## config.mk

```make
export PLATFORM = sky130hd
export DESIGN_NAME = pwm_sequencer
export DESIGN_NICKNAME = d
export VERILOG_FILES = /design/src/rtl/pwm_pkg.sv /design/src/rtl/pwm_step_calc.sv /design/src/rtl/pwm_sequencer.sv
export SDC_FILE = /design/constraint.sdc
export NUM_CORES = 1
export LEC_CHECK = 0
export ABC_AREA = 1
export ABC_CLOCK_PERIOD_IN_PS = 5400
export CORE_MARGIN = 3
export CORE_UTILIZATION = 40
export DETAILED_ROUTE_END_ITERATION = 8
export SYNTH_ARGS = -nofsm -noshare
export SYNTH_HDL_FRONTEND = slang
export SYNTH_SLANG_ARGS = --single-unit
```

## constraint.sdc

```tcl
create_clock -name clk -period 5.4 [get_ports clk]
set_input_delay 1.08 -clock clk [delete_from_list [all_inputs] [get_ports clk]]
set_output_delay 1.08 -clock clk [all_outputs]
set_load 0.1 [all_outputs]
```

## src/rtl/pwm_pkg.sv

```systemverilog
// ---------------------------------------------------------------------------
// pwm_pkg
//   Shared definitions for the PWM sequencer block.
//   - W          : datapath width, fixed to match the PWM timer (16 bits)
//   - SEL_*      : encodings of the PWM write-select port
//   - seq_state_t: sequencer FSM states
// ---------------------------------------------------------------------------
package pwm_pkg;

  localparam int W = 16;

  localparam logic [1:0] SEL_NONE = 2'd0;
  localparam logic [1:0] SEL_CMP  = 2'd1;
  localparam logic [1:0] SEL_TOP  = 2'd2;
  localparam logic [1:0] SEL_CNT  = 2'd3;

  typedef enum logic [2:0] {
    S_IDLE,
    S_WAIT,
    S_WTOP,
    S_RCMP,
    S_RTOP,
    S_RCNT,
    S_RAMP
  } seq_state_t;

endpackage

```

## src/rtl/pwm_step_calc.sv

```systemverilog
// ---------------------------------------------------------------------------
// pwm_step_calc
//   Combinational ramp step: moves cur one step toward cmp_t without ever
//   passing it. A step of zero jumps straight to the target.
//   Ports:
//     cur      in  W : compare value currently programmed
//     cmp_t    in  W : target compare value
//     step     in  W : ramp step (0 = jump)
//     next_cmp out W : next compare value to write
// ---------------------------------------------------------------------------
module pwm_step_calc
  import pwm_pkg::*;
(
  input  logic [W-1:0] cur,
  input  logic [W-1:0] cmp_t,
  input  logic [W-1:0] step,
  output logic [W-1:0] next_cmp
);

  logic         up;
  logic [W:0]   diff;

  // NOTE: every variable driven here gets a value on every path, otherwise
  // synthesis infers a latch to hold the old value.
  always_comb begin
    up   = (cmp_t >= cur);
    diff = up ? ({1'b0, cmp_t} - {1'b0, cur})
              : ({1'b0, cur} - {1'b0, cmp_t});
    if (step == '0 || diff <= {1'b0, step}) begin
      next_cmp = cmp_t;
    end else if (up) begin
      // diff > step here, so cur + step stays below cmp_t and cannot wrap.
      next_cmp = cur + step;
    end else begin
      next_cmp = cur - step;
    end
  end

endmodule

```

## src/rtl/pwm_sequencer.sv

```systemverilog
// ---------------------------------------------------------------------------
// pwm_sequencer
//   Programs a 16-bit PWM timer through its d/sel write port so that period
//   and duty updates land on a period boundary (or immediately, with a
//   counter restart), optionally ramping compare toward a target by a fixed
//   step, one write per PWM period.
//   Ports:
//     clk, rst_n           : clock, asynchronous active-low reset
//     req_valid/req_ready  : command handshake (ready only in IDLE)
//     req_top, req_cmp     : new period (top+1 cycles) and target compare
//     req_step             : ramp step, 0 = jump to target
//     req_restart          : apply now and zero the counter
//     pwm_cnt/cmp/top      : readback from the PWM instance
//     pwm_d, pwm_sel       : write port into the PWM instance
//     busy                 : high whenever not IDLE
//     done                 : one-cycle pulse when a command completes
// ---------------------------------------------------------------------------
module pwm_sequencer
  import pwm_pkg::*;
(
  input  logic         clk,
  input  logic         rst_n,
  input  logic         req_valid,
  output logic         req_ready,
  input  logic [W-1:0] req_top,
  input  logic [W-1:0] req_cmp,
  input  logic [W-1:0] req_step,
  input  logic         req_restart,
  input  logic [W-1:0] pwm_cnt,
  input  logic [W-1:0] pwm_cmp,
  input  logic [W-1:0] pwm_top,
  output logic [W-1:0] pwm_d,
  output logic [1:0]   pwm_sel,
  output logic         busy,
  output logic         done
);

  seq_state_t   state;
  logic [W-1:0] top_t;
  logic [W-1:0] cmp_t;
  logic [W-1:0] step;
  logic [W-1:0] cur;
  logic [W-1:0] next_cmp;
  logic         wrap;

  // Last cycle of the current PWM period.
  assign wrap = (pwm_cnt >= pwm_top);

  pwm_step_calc u_step_calc (
    .cur      (cur),
    .cmp_t    (cmp_t),
    .step     (step),
    .next_cmp (next_cmp)
  );

  // NOTE: state elements use non-blocking assignments so every register
  // samples the pre-edge values, independent of statement order.
  // NOTE: the latched command registers are reset too; they are a handful
  // of flops, not a memory, and a known value keeps readback deterministic.
  always_ff @(posedge clk or negedge rst_n) begin
    if (!rst_n) begin
      state <= S_IDLE;
      top_t <= '0;
      cmp_t <= '0;
      step  <= '0;
      cur   <= '0;
      done  <= 1'b0;
    end else begin
      done <= 1'b0;
      unique case (state)
        S_IDLE: begin
          if (req_valid) begin
            top_t <= req_top;
            cmp_t <= req_cmp;
            step  <= req_step;
            cur   <= pwm_cmp;
            // A wrap during this acceptance cycle is deliberately ignored:
            // WAIT only looks at wraps from the next cycle on.
            state <= req_restart ? S_RCMP : S_WAIT;
          end
        end
        S_WAIT: begin
          if (wrap) begin
            cur   <= next_cmp;
            state <= S_WTOP;
          end
        end
        S_RCMP: begin
          cur   <= next_cmp;
          state <= S_RTOP;
        end
        S_RTOP: state <= S_RCNT;
        S_WTOP, S_RCNT: begin
          if (cur == cmp_t) begin
            state <= S_IDLE;
            done  <= 1'b1;
          end else begin
            state <= S_RAMP;
          end
        end
        S_RAMP: begin
          if (wrap) begin
            cur <= next_cmp;
            if (next_cmp == cmp_t) begin
              state <= S_IDLE;
              done  <= 1'b1;
            end
          end
        end
        default: state <= S_IDLE;
      endcase
    end
  end

  // Write port is decoded from state (and wrap for the Mealy compare write),
  // so an asynchronous reset of state clears it in the same cycle.
  always_comb begin
    pwm_sel = SEL_NONE;
    pwm_d   = '0;
    unique case (state)
      S_WAIT, S_RAMP: begin
        if (wrap) begin
          pwm_sel = SEL_CMP;
          pwm_d   = next_cmp;
        end
      end
      S_RCMP: begin
        pwm_sel = SEL_CMP;
        pwm_d   = next_cmp;
      end
      S_WTOP, S_RTOP: begin
        pwm_sel = SEL_TOP;
        pwm_d   = top_t;
      end
      S_RCNT: begin
        pwm_sel = SEL_CNT;
        pwm_d   = '0;
      end
      default: ;
    endcase
  end

  assign req_ready = (state == S_IDLE);
  assign busy      = !req_ready;

endmodule

```

==> results.md, run 1 <==
- Outcome: complete, but fails checks
- Failing checks: setup timing
- Clock sink total: between 60 and 70
- Crit end category: output port
- Clk Tree Root Cell: clkbuf_16
- Kind of cell adding the most delay to the critical path: simple AND/OR/NAND/NOR gates
- Worst slew pin tran: between 0.9 and 1 ns
- Via density: ~5
- Hold crit path type: register to register
- I/O pins: roughly 120
- GRT Resource Usage Total: 0.242
- PortBufs: between 100 and 150
- Crit-path max FO: 8
- Synth unique cells: 46
- Synth top area share: 0.241
- Seq/Total Area, Yosys: 0.241
- Initial core utilization: 0.417
- Largest area contributor in the netlist: dfrtp_1
- Vias in the first global route: around 7500
- Global placement routability congestion: around 0.94
- Final Hold Fails: 0
- Synth Instances: between 1000 and 1500
- Cts bufs inserted: 9
- Kind of critical path: register to output port
- CP max stage cell: fa_2
- Final worst-path cycle share: 1.03
- Die width: roughly 140 um
- Die area: 19300 um^2
- Core Rows: 47
- Kind of start point of the critical path: register
- Ranking of synthesized cells by area: dfrtp_1 (24%), ha_1 (14%), nand2_1 (12%)
- Synthesis Warnings: 0
- Detailed Route WL: between 20 and 25 mm
- Via count: approximately 7700
- Die height: approximately 140 um
- CTS tree: done
- CP Buf/Inv Count: 7
- Area delta synth->final: 57.7%
- Most used cell along the critical path: nand2_2
- Design area: 11100 um^2
- # setup viols final: 16
- Worst slew margin: 0.334
- Req. time, crit path: 4.32 ns
- Clock tree buffer depth: 2
- Syn_area_per_cell: 6.66 um^2
- Primary FF master, synth: dfrtp_1
- Worst EP arrival: between 4 and 5 ns
- Drt wl/cell: approximately 16 um
- Pin count of the biggest net entering global routing: between 60 and 70
- Max incr delay on CP: 0.41 ns
- Clk pin slew, worst setup/hold paths: roughly 0.060 ns
- Fin crit period: about 5.5 ns
- RSZ-0062 raised after global routing: true
- Max Cap Viol: 0
- Worst Skew: roughly 0.0091 ns
- Gr ovfl total: 0
- Nets: roughly 1500
- Hold_buf cts: 0
- Final Slew Violations: 0
- Core Box Area: 16900 um^2
- FF+latch count, synth: slightly below 70
- Global-route wire length before repair: roughly 38 mm
- Initial antenna violation count: 0
- Area post-placement: roughly 9700 um^2
- Layout cell share with drive strength beyond 1: 0.279
- Dpl hpwl: 18.5 mm
- Most frequent cell after synthesis: nand2_1
- Synth async-reset ratio: 1.00
- EDFF count, synth: 0
- DR pass1 iterations: 6
- H-tree levels: 3
- Final worst slack: -0.142 ns
- DRT iter0 DRCs: between 500 and 600
- Clk_lat worst skew: about 0.35 ns
- DRC violations left: 0
- F_max: approximately 180 MHz
- Top cell types by occurrence after synthesis: nand2_1 (232), inv_1 (178), nor2_1 (110)
- Net Count, Synth: 1243
- Diodes inserted: 0
- Antenna-violating nets left: 0
- Mapped cell area: 7060 um^2
[worst min-delay path, stage by stage (launching register included)]
cell	delay, ns
dfrtp_1	0.32
inv_1	0.06
a21oi_1	0.12
[stage by stage]
stage	hold slack [ns]	worst slack [ns]	cells	setup TNS, ns	util
finish	0.536	-0.142	1533	-1.88	0.657
global placement	0.502	-0.101	1489	-1.26	0.572
floorplan	0.491	-0.126	1060	-0.338	-
detailed placement	0.524	-0.156	1489	-2.08	0.572
global route	0.583	-0.359	1533	-5.35	0.657
CTS	0.538	-0.0132	1522	-0.0288	0.630
[state kept, by name (all words and copies together) (netlist names)]
register  flops
state         3
cmp_t        16
top_t        16
done          1
cur          16
step         16
[path summary, 6_finish.rpt]
| path | start | endpoint | slack, ns | cells past startpoint |
|---|---|---|---|---|
| max reg2reg | cmp_t[0]$_DFFE_PN0P_ | state[1]$_DFFE_PN0P_ | 0.84 | 35 |
| min | top_t[11]$_DFFE_PN0P_ | top_t[11]$_DFFE_PN0P_ | 0.54 | 2 |
| max in group asynchronous | rst_n | cur[0]$_DFFE_PN0P_ | 3.79 | 2 |
| min reg2reg | top_t[11]$_DFFE_PN0P_ | top_t[11]$_DFFE_PN0P_ | 0.54 | 2 |
| min in group asynchronous | rst_n | step[5]$_DFFE_PN0P_ | 0.94 | 2 |
| max | cmp_t[0]$_DFFE_PN0P_ | pwm_d[7] | -0.14 | 28 |
[cells in the final DEF (no fill, tap or decap), types with 13 or more instances in the layout]
master	count
clkdlybuf4s50_1	102
inv_2	21
nand2_2	22
o21ai_0	44
nand2_1	209
ha_1	44
o21ai_2	13
dfrtp_1	66
nand3_1	34
inv_1	159
a21oi_1	94
buf_12	19
ha_4	28
xor2_1	29
nor2_1	103
nand4_1	22
buf_4	133
o22ai_4	15
[area by class of cell]
type,count,area (um^2)
fillers,1491,5810
flip-flops and latches,68,1700
clock inverters,7,98.8
repair buffers,266,2560
inverters,185,704
clock buffers,9,225
well taps,220,275
multi-input cells,778,5550
[routing by layer]
layer  up-vias  share of wire  track usage
met1      3516           0.47        0.339
met3        27          0.057       0.0521
met2       209           0.46        0.387
li1       3932              -            -
met4         0          0.014       0.0510
met5         -              0            0
[cells by family after synthesis]
group / count (synthesis) / synth area share
xor+xnor: 38 / 0.0472
flops: 68 / 0.241
simple gates: 438 / 0.272
compound gates: 216 / 0.167
fa+ha+maj: 83 / 0.150
mux: 3 / 0.00443
buf+inv: 214 / 0.118
[what timing repair did]
item	in CTS	in global routing
pin swaps	19	55
setup buffers	16	12
gates cloned	1	2
gates resized for setup	117	82
endpoints found under the setup margin	16	16
Power of run 1 is not shown: default switching activity piles up to over one toggle a cycle in this logic, so the estimate is an artifact.
==> inputs of run 2 (changes only) <==
Settings changed: GPL_ROUTABILITY_DRIVEN set to 0.
==> results.md, run 2 (synthesis results as in run 1) <==
- Worst slew pin tran: 1.02 ns (was 0.995 ns)
- Via density: 5.00 (was 5.01)
- # setup viols final: 16 (unchanged)
- Die area: 19300 um^2 (unchanged)
- Core Box Area: 16900 um^2 (unchanged)
- R2R depth: 38 (was 35)
- Die height: 139 um (unchanged)
- Outcome: complete, but fails checks (unchanged)
- CP max stage cell: fa_2 (unchanged)
- Leading cell types in the layout, fill and taps excluded: nand2_1 (203), inv_1 (154), buf_4 (130) (was nand2_1 (209), inv_1 (159), buf_4 (133))
- Final Hold Fails: 0 (unchanged)
- DR pass1 iterations: 5 (was 6)
- PortBufs: 120 (unchanged)
- Crit path to: pwm_d[11] (was pwm_d[7])
- Clk Tree Root Cell: clkbuf_16 (unchanged)
- Final worst slack: -0.139 ns (was -0.142 ns)
- Diodes inserted: 0 (unchanged)
- GRT Resource Usage Total: 0.238 (was 0.242)
- Launch point of the worst path: cmp_t[0]$_DFFE_PN0P_ (unchanged)
- Area delta synth->final: 57.1% (was 57.7%)
- Fin crit period: 5.54 ns (about the same)
- Final Slew Violations: 0 (unchanged)
- Worst slew margin: 0.322 (was 0.334)
- I/O pins: 121 (unchanged)
- Initial antenna violation count: 0 (unchanged)
- Detailed Route WL: 24.2 mm (was 24.1 mm)
- Fillers: 1479 (was 1491)
- Most used cell along the critical path: nand2_2 (unchanged)
- Req. time, crit path: 4.32 ns (about the same)
- Kind of start point of the critical path: register (unchanged)
- Failing checks: setup timing (unchanged)
- Kind of critical path: register to output port (unchanged)
- Crit-path max FO: 6 (was 8)
- Crit end category: output port (unchanged)
- Register-to-register setup slack: 0.70 ns (was 0.84 ns)
- Gr ovfl total: 0 (unchanged)
- Pin count of the biggest net entering global routing: 97 (was 69)
- Clk_lat worst skew: 0.36 ns (was 0.35 ns)
- Core Rows: 47 (unchanged)
- Max incr delay on CP: 0.40 ns (was 0.41 ns)
- Layout cell share with drive strength beyond 1: 0.286 (was 0.279)
- Hold crit path type: register to register (unchanged)
- Dpl hpwl: 18.0 mm (was 18.5 mm)
- Final TNS setup: -1.38 ns (was -1.88 ns)
- Drt wl/cell: 15.8 um (was 15.7 um)
- Clock sink total: 68 (unchanged)
- Worst r2r dst: state[1]$_DFFE_PN0P_ (unchanged)
- Worst EP arrival: 4.46 ns (about the same)
- DRC violations left: 0 (unchanged)
- Antenna-violating nets left: 0 (unchanged)
- Global-route wire length before repair: 37.4 mm (was 38.0 mm)
- Die width: 139 um (unchanged)
- Worst Skew: 0.00838 ns (was 0.00909 ns)
- Final worst-path cycle share: 1.03 (about the same)
- Cts bufs inserted: 9 (unchanged)
- RSZ-0062 raised after global routing: true (unchanged)
- Initial core utilization: 0.417 (unchanged)
- Via count: 7648 (was 7684)
- Commonest non-fill, non-tap cell in the layout: nand2_1 (unchanged)
- Max Cap Viol: 0 (unchanged)
- Vias in the first global route: 7449 (was 7490)
- Nets: 1489 (was 1491)
- DRT iter0 DRCs: 510 (was 568)
- F_max: 181 MHz (was 180 MHz)
- Clk pin slew, worst setup/hold paths: 0.06 ns (about the same)
- Clock tree buffer depth: 2 (unchanged)
- CTS tree: done (unchanged)
- RR Startpoint: cur[9]$_DFFE_PN0P_ (was cmp_t[0]$_DFFE_PN0P_)
- H-tree levels: 3 (unchanged)
-- run 2: changes by cell type in the layout (fill, tap and decap cells not counted), sizes merged --
cell | previous run | this run
bufbuf | 0 | 1
inv | 186 | 187
clkbuf | 11 | 10
buf | 162 | 160
clkinv | 3 | 4
bufinv | 2 | 0
-- run 2: repair_timing --
action / 4_1_cts / 5_1_grt
endpoints found under the setup margin: 16 / 16
hold buffers: 0 / 0
pin swaps: 17 / 52
gates cloned: 2 / 1
setup buffers: 22 / 11
hold endpoints to repair: 0 / 0
gates resized for setup: 98 / 119
-- run 2: layout make-up --
type / count / area (um^2) / area share
tap: 220 / 275 / 0.0248
clock inverter: 7 / 56.3 / 0.00508
sequential: 68 / 1700 / 0.154
inverter: 185 / 699 / 0.0631
clock buffer: 9 / 225 / 0.0203
timing repair buffer: 264 / 2570 / 0.232
multi-input combinational: 778 / 5550 / 0.501
-- run 2: how the worst min path moves through the flow --
stage	slack [ns]	start	endpoint	depth (start not counted)
final	0.52	top_t[6]$_DFFE_PN0P_	top_t[6]$_DFFE_PN0P_	2
after global routing	0.57	top_t[6]$_DFFE_PN0P_	top_t[6]$_DFFE_PN0P_	2
after detailed placement	0.52	top_t[6]$_DFFE_PN0P_	top_t[6]$_DFFE_PN0P_	2
after floorplan	0.49	top_t[11]$_DFFE_PN0P_	top_t[11]$_DFFE_PN0P_	2
after global placement	0.50	top_t[6]$_DFFE_PN0P_	top_t[6]$_DFFE_PN0P_	2
after CTS	0.53	top_t[6]$_DFFE_PN0P_	top_t[6]$_DFFE_PN0P_	2
-- run 2: critical path: cells and delay by family (launching register included) --
kind	cells	cell delay (ns)
AO/OA/AOI/OAI	5	0.78
XOR/XNOR	1	0.14
adder cells (fa/ha/maj)	3	0.84
buffers and inverters	8	0.87
flip-flops	1	0.38
AND/OR/NAND/NOR	14	1.10
-- run 2: metrics by stage --
step / setup slack [ns] / util / hold WS (ns) / cells / instance area [um^2]
global placement: -0.115 / 0.568 / 0.504 / 1479 / 9610
floorplan: -0.126 / - / 0.491 / 1060 / 7260
CTS: -0.0286 / 0.622 / 0.533 / 1519 / 10500
finish: -0.139 / 0.654 / 0.524 / 1531 / 11100
detailed placement: -0.132 / 0.568 / 0.515 / 1479 / 9610
global route: -0.399 / 0.654 / 0.574 / 1531 / 11100
-- run 2: routing by layer --
layer	up-vias	part of all wire	routed length, um	track usage
li1	3916	-	-	-
met1	3479	0.47	11400	0.331
met2	210	0.44	10600	0.360
met3	43	0.068	1640	0.0686
met4	0	0.023	556	0.0705
met5	-	0	0	0
Power of run 2 is left out for the same reason.
==> inputs of run 3 (changes only) <==
--- a/config.mk
+++ b/config.mk
@@ -7,5 +7,4 @@
 export LEC_CHECK = 0
 export ABC_AREA = 1
-export ABC_CLOCK_PERIOD_IN_PS = 5400
 export CORE_MARGIN = 3
 export CORE_UTILIZATION = 40
==> constraint.sdc (replaced) <==
create_clock -name clk -period 5.4 [get_ports clk]
set_input_delay 1.08 -clock clk [delete_from_list [all_inputs] [get_ports clk]]
set_output_delay 1.08 -clock clk [all_outputs]
set_load 0.01 [all_outputs]
==> results.md, run 3 (synthesis results as in run 1) <==
- Fin crit period: 5.40 ns (was 5.54 ns)
- Hold_buf cts: 0 (unchanged)
- Final worst-path cycle share: 1.00 (was 1.03)
- Commonest non-fill, non-tap cell in the layout: nand2_1 (unchanged)
- Clock tree buffer depth: 2 (unchanged)
- Clk pin slew, worst setup/hold paths: 0.06 ns (about the same)
- Kind of cell adding the most delay to the critical path: simple AND/OR/NAND/NOR gates (unchanged)
- Detailed Route WL: 24.5 mm (was 24.2 mm)
- Req. time, crit path: 4.32 ns (about the same)
- Final Slew Violations: 0 (unchanged)
- Global-route wire length before repair: 38.6 mm (was 37.4 mm)
- Leading cell types in the layout, fill and taps excluded: nand2_1 (197), buf_4 (172), inv_1 (162) (was nand2_1 (203), inv_1 (154), buf_4 (130))
- Failing checks: setup timing (unchanged)
- Max Cap Viol: 0 (unchanged)
- Worst EP arrival: 4.32 ns (was 4.46 ns)
- Die width: 139 um (unchanged)
- # setup viols final: 2 (was 16)
- Most used cell along the critical path: nand2_2 (unchanged)
- Via density: 5.04 (was 5.00)
- Crit-path max FO: 8 (was 6)
- Area delta synth->final: 58.9% (was 57.1%)
- Gr ovfl total: 0 (unchanged)
- Final std cells w/o fill: 1578 (was 1531)
- GRT Resource Usage Total: 0.242 (was 0.238)
- Die height: 139 um (unchanged)
- Worst slew pin tran: 0.954 ns (was 1.02 ns)
- Core Rows: 47 (unchanged)
- Pin count of the biggest net entering global routing: 97 (unchanged)
- Final TNS setup: -0.00537 ns (was -1.38 ns)
- Crit end category: output port (unchanged)
- CTS tree: done (unchanged)
- Antenna-violating nets left: 0 (unchanged)
- DRT iter0 DRCs: 505 (was 510)
- Vias in the first global route: 7814 (was 7449)
- Clock sink total: 68 (unchanged)
- Layout cell share with drive strength beyond 1: 0.306 (was 0.286)
- Drt wl/cell: 15.5 um (was 15.8 um)
- Core Box Area: 16900 um^2 (unchanged)
- DRC violations left: 0 (unchanged)
- RSZ-0062 raised after global routing: true (unchanged)
- Initial antenna violation count: 0 (unchanged)
- Cts bufs inserted: 9 (unchanged)
- Clk_lat worst skew: 0.35 ns (was 0.36 ns)
- Max incr delay on CP: 0.42 ns (was 0.40 ns)
- Clk Tree Root Cell: clkbuf_16 (unchanged)
- Kind of critical path: register to output port (unchanged)
- Outcome: complete, but fails checks (unchanged)
- Diodes inserted: 0 (unchanged)
- CP max stage cell: dfrtp_1 (was fa_2)
- Register area: 1700 um^2 (unchanged)
- Final Hold Fails: 0 (unchanged)
- I/O pins: 121 (unchanged)
- Nets: 1536 (was 1489)
- CP Buf/Inv Count: 9 (was 8)
- F_max: 185 MHz (was 181 MHz)
- Placed insts: 1531 (was 1479)
- Die area: 19300 um^2 (unchanged)
- Via count: 7947 (was 7648)
- Hold WS: 0.516 ns (was 0.524 ns)
- Kind of start point of the critical path: register (unchanged)
- Final worst slack: -0.00375 ns (was -0.139 ns)
- Worst slew margin: 0.364 (was 0.322)
- PortBufs: 120 (unchanged)
- DR pass1 iterations: 5 (unchanged)
- Dpl hpwl: 18.2 mm (was 18.0 mm)
- Hold crit path type: register to register (unchanged)
- Initial core utilization: 0.417 (unchanged)
- Fillers: 1441 (was 1479)
- H-tree levels: 3 (unchanged)
- Area occupied by multi-input gates: 5440 um^2 (was 5550 um^2)
- Worst Skew: 0.0139 ns (was 0.00838 ns)
-- run 3: cell count changes in the layout (fill, tap and decap cells not counted), sizes merged --
cell / before / now
buf: 160 / 205
bufinv: 0 / 4
clkbuf: 10 / 12
clkinv: 4 / 2
bufbuf: 1 / 0
clkdlybuf4s50: 102 / 103
clkinvlp: 1 / 0
inv: 187 / 186
-- run 3: path summary, 6_finish.rpt --
kind                                         to                 start  slack, ns  cells after the start
setup / recovery                       pwm_d[3]    cur[2]$_DFFE_PN0P_     -0.004                     33
hold / removal             top_t[8]$_DFFE_PN0P_  top_t[8]$_DFFE_PN0P_       0.52                      2
setup reg to reg           state[1]$_DFFE_PN0P_    cur[2]$_DFFE_PN0P_       0.70                     32
hold reg to reg            top_t[8]$_DFFE_PN0P_  top_t[8]$_DFFE_PN0P_       0.52                      2
max in group asynchronous    cur[7]$_DFFE_PN0P_                 rst_n       3.79                      2
min in group asynchronous   step[2]$_DFFE_PN0P_                 rst_n       0.94                      2
-- run 3: layer usage --
metal | global-route usage | share of wire | vias up
li1 | - | - | 4013
met1 | 0.337 | 0.46 | 3664
met2 | 0.386 | 0.45 | 236
met3 | 0.0614 | 0.069 | 34
met4 | 0.0453 | 0.016 | 0
met5 | 0 | 0 | -
-- run 3: cell type report --
class | count | area share
multi-input cells | 778 | 0.485
repair buffers | 311 | 0.243
flip-flops and latches | 68 | 0.152
clock inverters | 7 | 0.0131
clock buffers | 9 | 0.0201
well taps | 220 | 0.0245
inverters | 185 | 0.0624
-- run 3: timing repair --
item | 4_1_cts | 5_1_grt
gates cloned | 2 | 3
setup buffers | 13 | 13
pin swaps | 15 | 54
setup endpoints to repair | 16 | 16
gates resized for setup | 144 | 143
-- run 3: tightest hold or removal path: stages (launching register included) --
cell,delay [ns]
dfrtp_1,0.32
inv_1,0.05
a21oi_1,0.11
-- run 3: stage by stage --
step / utilization / setup WS (ns) / area, um^2
final: 0.662 / -0.00375 / 11200
after detailed placement: 0.569 / -0.432 / 9630
after CTS: 0.616 / 0.00434 / 10400
after global routing: 0.662 / -0.221 / 11200
after global placement: 0.569 / -0.403 / 9630
after floorplan: - / 0.434 / 7060
Power of run 3 is left out for the same reason.
